`config.mk`:
```
export PLATFORM = sky130hd
export DESIGN_NAME = usb_tx_sequencer
export DESIGN_NICKNAME = d
export VERILOG_FILES = /design/src/rtl/usb_tx_sequencer.sv
export SDC_FILE = /design/constraint.sdc
export NUM_CORES = 1
export LEC_CHECK = 0
export CAP_MARGIN = 40
export CORE_ASPECT_RATIO = 0.6
export CORE_UTILIZATION = 45
export CTS_CLUSTER_SIZE = 8
export DETAILED_ROUTE_END_ITERATION = 16
export GPL_ROUTABILITY_DRIVEN = 0
export GPL_TIMING_DRIVEN = 0
export PLACE_DENSITY = 0.75
export SYNTH_ARGS = -nofsm -noshare
export SYNTH_HDL_FRONTEND = slang
export SYNTH_SLANG_ARGS = --single-unit
```
`constraint.sdc`:
```
create_clock -name clk -period 2.7 [get_ports clk]
set_clock_uncertainty 0.1 [all_clocks]
set_input_delay 0.81 -clock clk [delete_from_list [all_inputs] [get_ports clk]]
set_output_delay 0.81 -clock clk [all_outputs]
set_load 0.01 [all_outputs]
```
`src/rtl/usb_tx_sequencer.sv`:
```
// usb_tx_sequencer: round-robin arbiter between two endpoint packet requesters
// plus a byte sequencer that emits PID, payload and CRC16 to the PHY port.
//
// Handshake (PHY side): a byte moves on every rising edge where
// tx_valid && tx_ready. While tx_valid is high and tx_ready is low, tx_data
// and tx_valid hold. The next byte is presented in the cycle right after
// acceptance. data_rd[g] is the matching combinational pop strobe toward the
// granted requester. It fires on the edge where that requester's head byte
// is copied into tx_data.
module usb_tx_sequencer #(
  parameter int MAX_LEN = 64,
  parameter int LEN_W   = 7
) (
  input  logic               clk,
  input  logic               reset,
  input  logic [1:0]         req,
  input  logic [7:0]         pid_in,
  input  logic [2*LEN_W-1:0] len_in,
  input  logic [15:0]        data_in,
  output logic [1:0]         data_rd,
  output logic [1:0]         grant,
  output logic               busy,
  output logic               done,
  output logic [7:0]         tx_data,
  output logic               tx_valid,
  input  logic               tx_ready,
  output logic [2:0]         state_o
);

  localparam logic [2:0] S_IDLE   = 3'd0;
  localparam logic [2:0] S_PID    = 3'd1;
  localparam logic [2:0] S_DATA   = 3'd2;
  localparam logic [2:0] S_CRC_LO = 3'd3;
  localparam logic [2:0] S_CRC_HI = 3'd4;
  localparam logic [2:0] S_DONE   = 3'd5;

  localparam logic [LEN_W-1:0] MAX_LEN_L = LEN_W'(MAX_LEN);

  logic [2:0]       state_q, state_d;
  logic [1:0]       grant_q, grant_d;
  logic             busy_q, busy_d;
  logic             done_q, done_d;
  logic             tx_valid_q, tx_valid_d;
  logic [7:0]       tx_data_q, tx_data_d;
  logic [15:0]      crc_q, crc_d;
  logic [LEN_W-1:0] cnt_q, cnt_d;   // payload bytes not yet loaded into tx_data
  logic             last_q, last_d; // 1: requester 1 was served last

  // One byte of the USB CRC16, LSB first, reflected polynomial 0xA001.
  function automatic logic [15:0] crc16_byte(input logic [15:0] crc,
                                             input logic [7:0]  b);
    logic [15:0] c;
    c = crc ^ {8'h00, b};
    for (int i = 0; i < 8; i++) begin
      c = c[0] ? ((c >> 1) ^ 16'hA001) : (c >> 1);
    end
    return c;
  endfunction

  logic             accept;
  logic [7:0]       head;
  logic             load_byte;
  logic             win;
  logic [3:0]       win_pid;
  logic [LEN_W-1:0] win_len;
  logic [LEN_W-1:0] win_len_clamped;

  assign accept    = tx_valid_q & tx_ready;
  assign head      = grant_q[1] ? data_in[15:8] : data_in[7:0];
  assign load_byte = accept && ((state_q == S_PID) || (state_q == S_DATA))
                     && (cnt_q != '0);

  // Requester 1 wins when it is the only one asking, or when both ask and
  // requester 0 was served last.
  assign win             = req[1] & (~req[0] | ~last_q);
  assign win_pid         = win ? pid_in[7:4] : pid_in[3:0];
  assign win_len         = win ? len_in[2*LEN_W-1:LEN_W] : len_in[LEN_W-1:0];
  assign win_len_clamped = (win_len > MAX_LEN_L) ? MAX_LEN_L : win_len;

  // Pop strobe to the granted requester, suppressed during reset.
  assign data_rd = (load_byte && !reset) ? grant_q : 2'b00;

  // Next-state and next-output computation for the packet sequencer.
  always_comb begin
    state_d    = state_q;
    grant_d    = grant_q;
    busy_d     = busy_q;
    done_d     = 1'b0;
    tx_valid_d = tx_valid_q;
    tx_data_d  = tx_data_q;
    crc_d      = crc_q;
    cnt_d      = cnt_q;
    last_d     = last_q;
    case (state_q)
      S_IDLE: begin
        if (req != 2'b00) begin
          grant_d    = win ? 2'b10 : 2'b01;
          busy_d     = 1'b1;
          tx_valid_d = 1'b1;
          tx_data_d  = {~win_pid, win_pid};
          cnt_d      = win_len_clamped;
          crc_d      = 16'hFFFF;
          state_d    = S_PID;
        end
      end
      S_PID, S_DATA: begin
        if (accept) begin
          if (cnt_q != '0) begin
            tx_data_d = head;
            crc_d     = crc16_byte(crc_q, head);
            cnt_d     = cnt_q - LEN_W'(1);
            state_d   = S_DATA;
          end else begin
            tx_data_d = ~crc_q[7:0];
            state_d   = S_CRC_LO;
          end
        end
      end
      S_CRC_LO: begin
        if (accept) begin
          tx_data_d = ~crc_q[15:8];
          state_d   = S_CRC_HI;
        end
      end
      S_CRC_HI: begin
        if (accept) begin
          tx_valid_d = 1'b0;
          tx_data_d  = 8'h00;
          done_d     = 1'b1;
          grant_d    = 2'b00;
          busy_d     = 1'b0;
          last_d     = grant_q[1];
          state_d    = S_DONE;
        end
      end
      S_DONE: begin
        state_d = S_IDLE;
      end
      default: begin
        state_d    = S_IDLE;
        grant_d    = 2'b00;
        busy_d     = 1'b0;
        tx_valid_d = 1'b0;
        tx_data_d  = 8'h00;
        crc_d      = 16'h0000;
        cnt_d      = '0;
      end
    endcase
  end

  // State and output registers; reset abandons any packet in flight.
  always_ff @(posedge clk) begin
    if (reset) begin
      state_q    <= S_IDLE;
      grant_q    <= 2'b00;
      busy_q     <= 1'b0;
      done_q     <= 1'b0;
      tx_valid_q <= 1'b0;
      tx_data_q  <= 8'h00;
      crc_q      <= 16'h0000;
      cnt_q      <= '0;
      last_q     <= 1'b1;
    end else begin
      state_q    <= state_d;
      grant_q    <= grant_d;
      busy_q     <= busy_d;
      done_q     <= done_d;
      tx_valid_q <= tx_valid_d;
      tx_data_q  <= tx_data_d;
      crc_q      <= crc_d;
      cnt_q      <= cnt_d;
      last_q     <= last_d;
    end
  end

  assign grant    = grant_q;
  assign busy     = busy_q;
  assign done     = done_q;
  assign tx_data  = tx_data_q;
  assign tx_valid = tx_valid_q;
  assign state_o  = state_q;

endmodule

```
==> impl_metrics.json <==
{
  "grt_pass1_wl_mm": 12.07,
  "p_leak_nw": 1.346,
  "syn_area_per_cell_sq_um": 8.175,
  "cp-startpoint": "req[0]",
  "synth.distinct_cells": 44,
  "start_kind": "input pin",
  "synthTopCellsByArea": "dfxtp_1, mux2i_1, nor2_1, a21oi_1, nor3_1",
  "ir_drop_v": 0.0007798,
  "coreArea_sq_um": 4778,
  "r2r_cells": 8,
  "p_int_mw": 2.624,
  "clkTransAtPathRegs_ps": 80,
  "fillers": 369,
  "layout-drive-gt1-share_pct": 18.06,
  "relSlewSlack_pct": 52.86,
  "period_minus_slack_ps": 2633,
  "drt_iter0_drc": 305,
  "p_sw_mw": 2.151,
  "synth_edf_count": 0,
  "grt_usage_pct": 29.34,
  "total_power_mw": 4.775,
  "io_pins": 61,
  "insertion_delay_ps": 290,
  "die_x_um": 94.89,
  "synth_top_area_cell": "dfxtp_1",
  "antenna_cells": 0,
  "fin_crit_sh_pct": 97.53,
  "ys_seq_elements": 39,
  "holdWs_ps": 376.8,
  "crit_path_end": "tx_data[2]",
  "synth_fp_nets": 329,
  "synth_ff_type": "dfxtp_1",
  "rr_endpoint": "crc_q[15]",
  "dpl_cell_area_sq_um": 3012,
  "cts-buffers-inserted": 5,
  "report.final.hold_viol_count": 0,
  "clock_path_buffers": 2,
  "setup_violations": 0,
  "synth_seq_area_share_pct": 33.51,
  "area_delta_synth_final_pct": 46.40,
  "cp.required_ps": 2780,
  "max-cap-violations": 0,
  "antenna_found_initial": 0,
  "synth_top_cell_area_share_pct": 33.51,
  "ctsHoldBuffers": 0,
  "port_buffers": 59,
  "maxSlewViolCount": 0,
  "status": "completed",
  "cts_tree": "done",
  "rows": 19,
  "crit_path_end_kind": "flop",
  "grt_pass1_vias": 2331,
  "async_flop_share_pct": 0,
  "dr.pass1.iters": 5,
  "worst_ep_arrival_time_ps": 2710,
  "root_buffer": "clkbuf_8",
  "grt_start_max_net_pins": 13,
  "path_max_fanout": 10,
  "r2r_slack_ps": 260,
  "p_seq_share_pct": 22.6,
  "dp_hpwl_mm": 5.377,
  "p_clk_share_pct": 12.1,
  "final_area_sq_um": 3411,
  "drt-total-wl_mm": 7.774,
  "start_util_pct": 48.76,
  "use_met2_pct": 43.27,
  "reg2reg_from": "grant[1]",
  "finalNetCount": 403,
  "netlist_area_sq_um": 2330,
  "via_count": 2578,
  "die_area_sq_um": 5478,
  "die_y_um": 57.74,
  "post-route-drc-count": 0,
  "yosysWarnings": 0,
  "htreeDepth": 2,
  "synth_cells": 285,
  "routedWlPerCell_um": 18.38,
  "vias_per_cell": 6.095,
  "worst_slew_pin_slew_ps": 704.5,
  "ant_nets": 0,
  "p_sw_share_pct": 45.05,
  "numClockSinks": 39,
  "grtUsageMet1_pct": 42.20,
  "combPwrFrac_pct": 65.3,
  "overflow": 0,
  "min-delay-path-class": "reg -> reg",
  "grt_use_met3_pct": 8.793,
  "fmax_ghz": 0.3798,
  "busiest_layer": "met2",
  "powerDensity_nw_per_um2": 1400,
  "crit_type": "in -> reg"
}
Yosys cell counts (2+ instances only):
master,number
a211oi_1,6
o22a_1,4
nand2_1,11
inv_1,3
a21oi_1,28
xnor2_1,12
a22oi_1,9
mux2i_1,19
clkbuf_1,10
nor2_1,47
xor2_1,11
o221ai_1,10
nor4b_1,2
a31oi_1,3
buf_2,3
nand3_1,3
o21ai_0,11
xnor2_2,2
nor3_1,21
dfxtp_1,39
nor2b_1,2
o22ai_1,2
or3_1,6
layout make-up:
| type | count | area [sq um] | share of cell area (%) |
|---|---|---|---|
| Multi-Input combinational cell | 226 | 1638 | 48.02 |
| Tap cell | 63 | 78.83 | 2.311 |
| Inverter | 3 | 11.26 | 0.3302 |
| Timing Repair Buffer | 69 | 671.9 | 19.70 |
| Sequential cell | 39 | 784.5 | 23.00 |
| Clock inverter | 2 | 60.06 | 1.761 |
| Clock buffer | 6 | 72.57 | 2.128 |
| Buffer | 15 | 93.84 | 2.751 |
worst min path at each step:
stage / startpoint / endpoint / slack, ps / depth (start not counted)
2_1_floorplan: cnt_q[6] / cnt_q[6] / 370 / 2
3_3_place_gp: grant[0] / grant[0] / 350 / 2
3_5_place_dp: grant[0] / grant[0] / 360 / 2
4_1_cts: grant[0] / grant[0] / 370 / 2
5_1_grt: grant[0] / grant[0] / 410 / 2
6_report: grant[0] / grant[0] / 380 / 2
kinds of logic (layout without fill, tap and decap cells):
logic type / Yosys count / after routing / synth area share, %
fa+ha+maj: 1 / 1 / 0.5370
simple gates: 97 / 97 / 18.91
xor+xnor: 26 / 26 / 11.06
compound gates: 82 / 82 / 23.31
flops: 39 / 39 / 33.51
buf+inv: 20 / 95 / 4.028
mux: 20 / 20 / 8.646
critical path: stages:
cell	delay, ps
clkdlybuf4s50_1	490
a21boi_4	240
buf_4	270
mux2i_1	350
o22a_1	200
o221ai_1	100
a22oi_1	180
nor2_1	60
registers in the layout (all words and copies together), names as in the netlist:
signal	flops
crc_q	16
tx_data	8
cnt_q	7
state_o	3
grant	2
done	1
last_q	1
tx_valid	1
routing by layer:
layer / share of wire, % / wire length (um)
met5: 0 / 0
met3: 12 / 903
met1: 44 / 3451
met4: 1.3 / 98
met2: 43 / 3321
cells in the final DEF, fill, tap and decap left out, types with 2 or more instances in the layout:
cell type and n:
clkdlybuf4s50_1 48, nor2_1 47, dfxtp_1 36, a21oi_1 27, nor3_1 19, mux2i_1 13, buf_4 12, xor2_1 10
o21ai_0 10, o221ai_1 10, a22oi_1 9, xnor2_1 8, nand2_1 8, dlymetal6s2s_1 8, clkbuf_8 6, a211oi_1 6
clkbuf_1 5, xnor2_2 5, or3_1 5, buf_2 5, mux2i_2 4, o22a_1 4, nand3_1 3, dfxtp_2 3
inv_1 2, clkbuf_2 2, nor3_2 2, nand2_2 2, nor4b_2 2, mux2i_4 2, nor2b_1 2, a31oi_1 2
o22ai_1 2, bufinv_16 2
power by group through the flow:
stage | combinational, mW | sequential (mW) | clock [mW]
CTS | 2.87 | 1.05 | 0.586
global placement | 2.60 | 1.03 | 0
global route | 3.35 | 1.11 | 0.615
finish | 3.12 | 1.08 | 0.578
floorplan | 1.94 | 1.03 | 0
detailed placement | 2.66 | 1.04 | 0
stage by stage:
stage	setup slack [ps]	setup TNS (ps)	util, %	cells
final	66.71	0	71.38	423
after global routing	-11.12	-13.92	71.38	423
after CTS	8.884	0	68.37	419
after detailed placement	-913.6	-14570	63.03	409
after global placement	-792.7	-14950	62.77	407
after floorplan	-108.0	-216.0	-	285
timing repair:
action                                  in CTS  in global routing
resized for setup                           38                 30
pin swaps                                    3                 16
endpoints found under the setup margin      29                 27
setup buffers                                3                  5
Note: power is estimated with default switching activity, not from simulation.
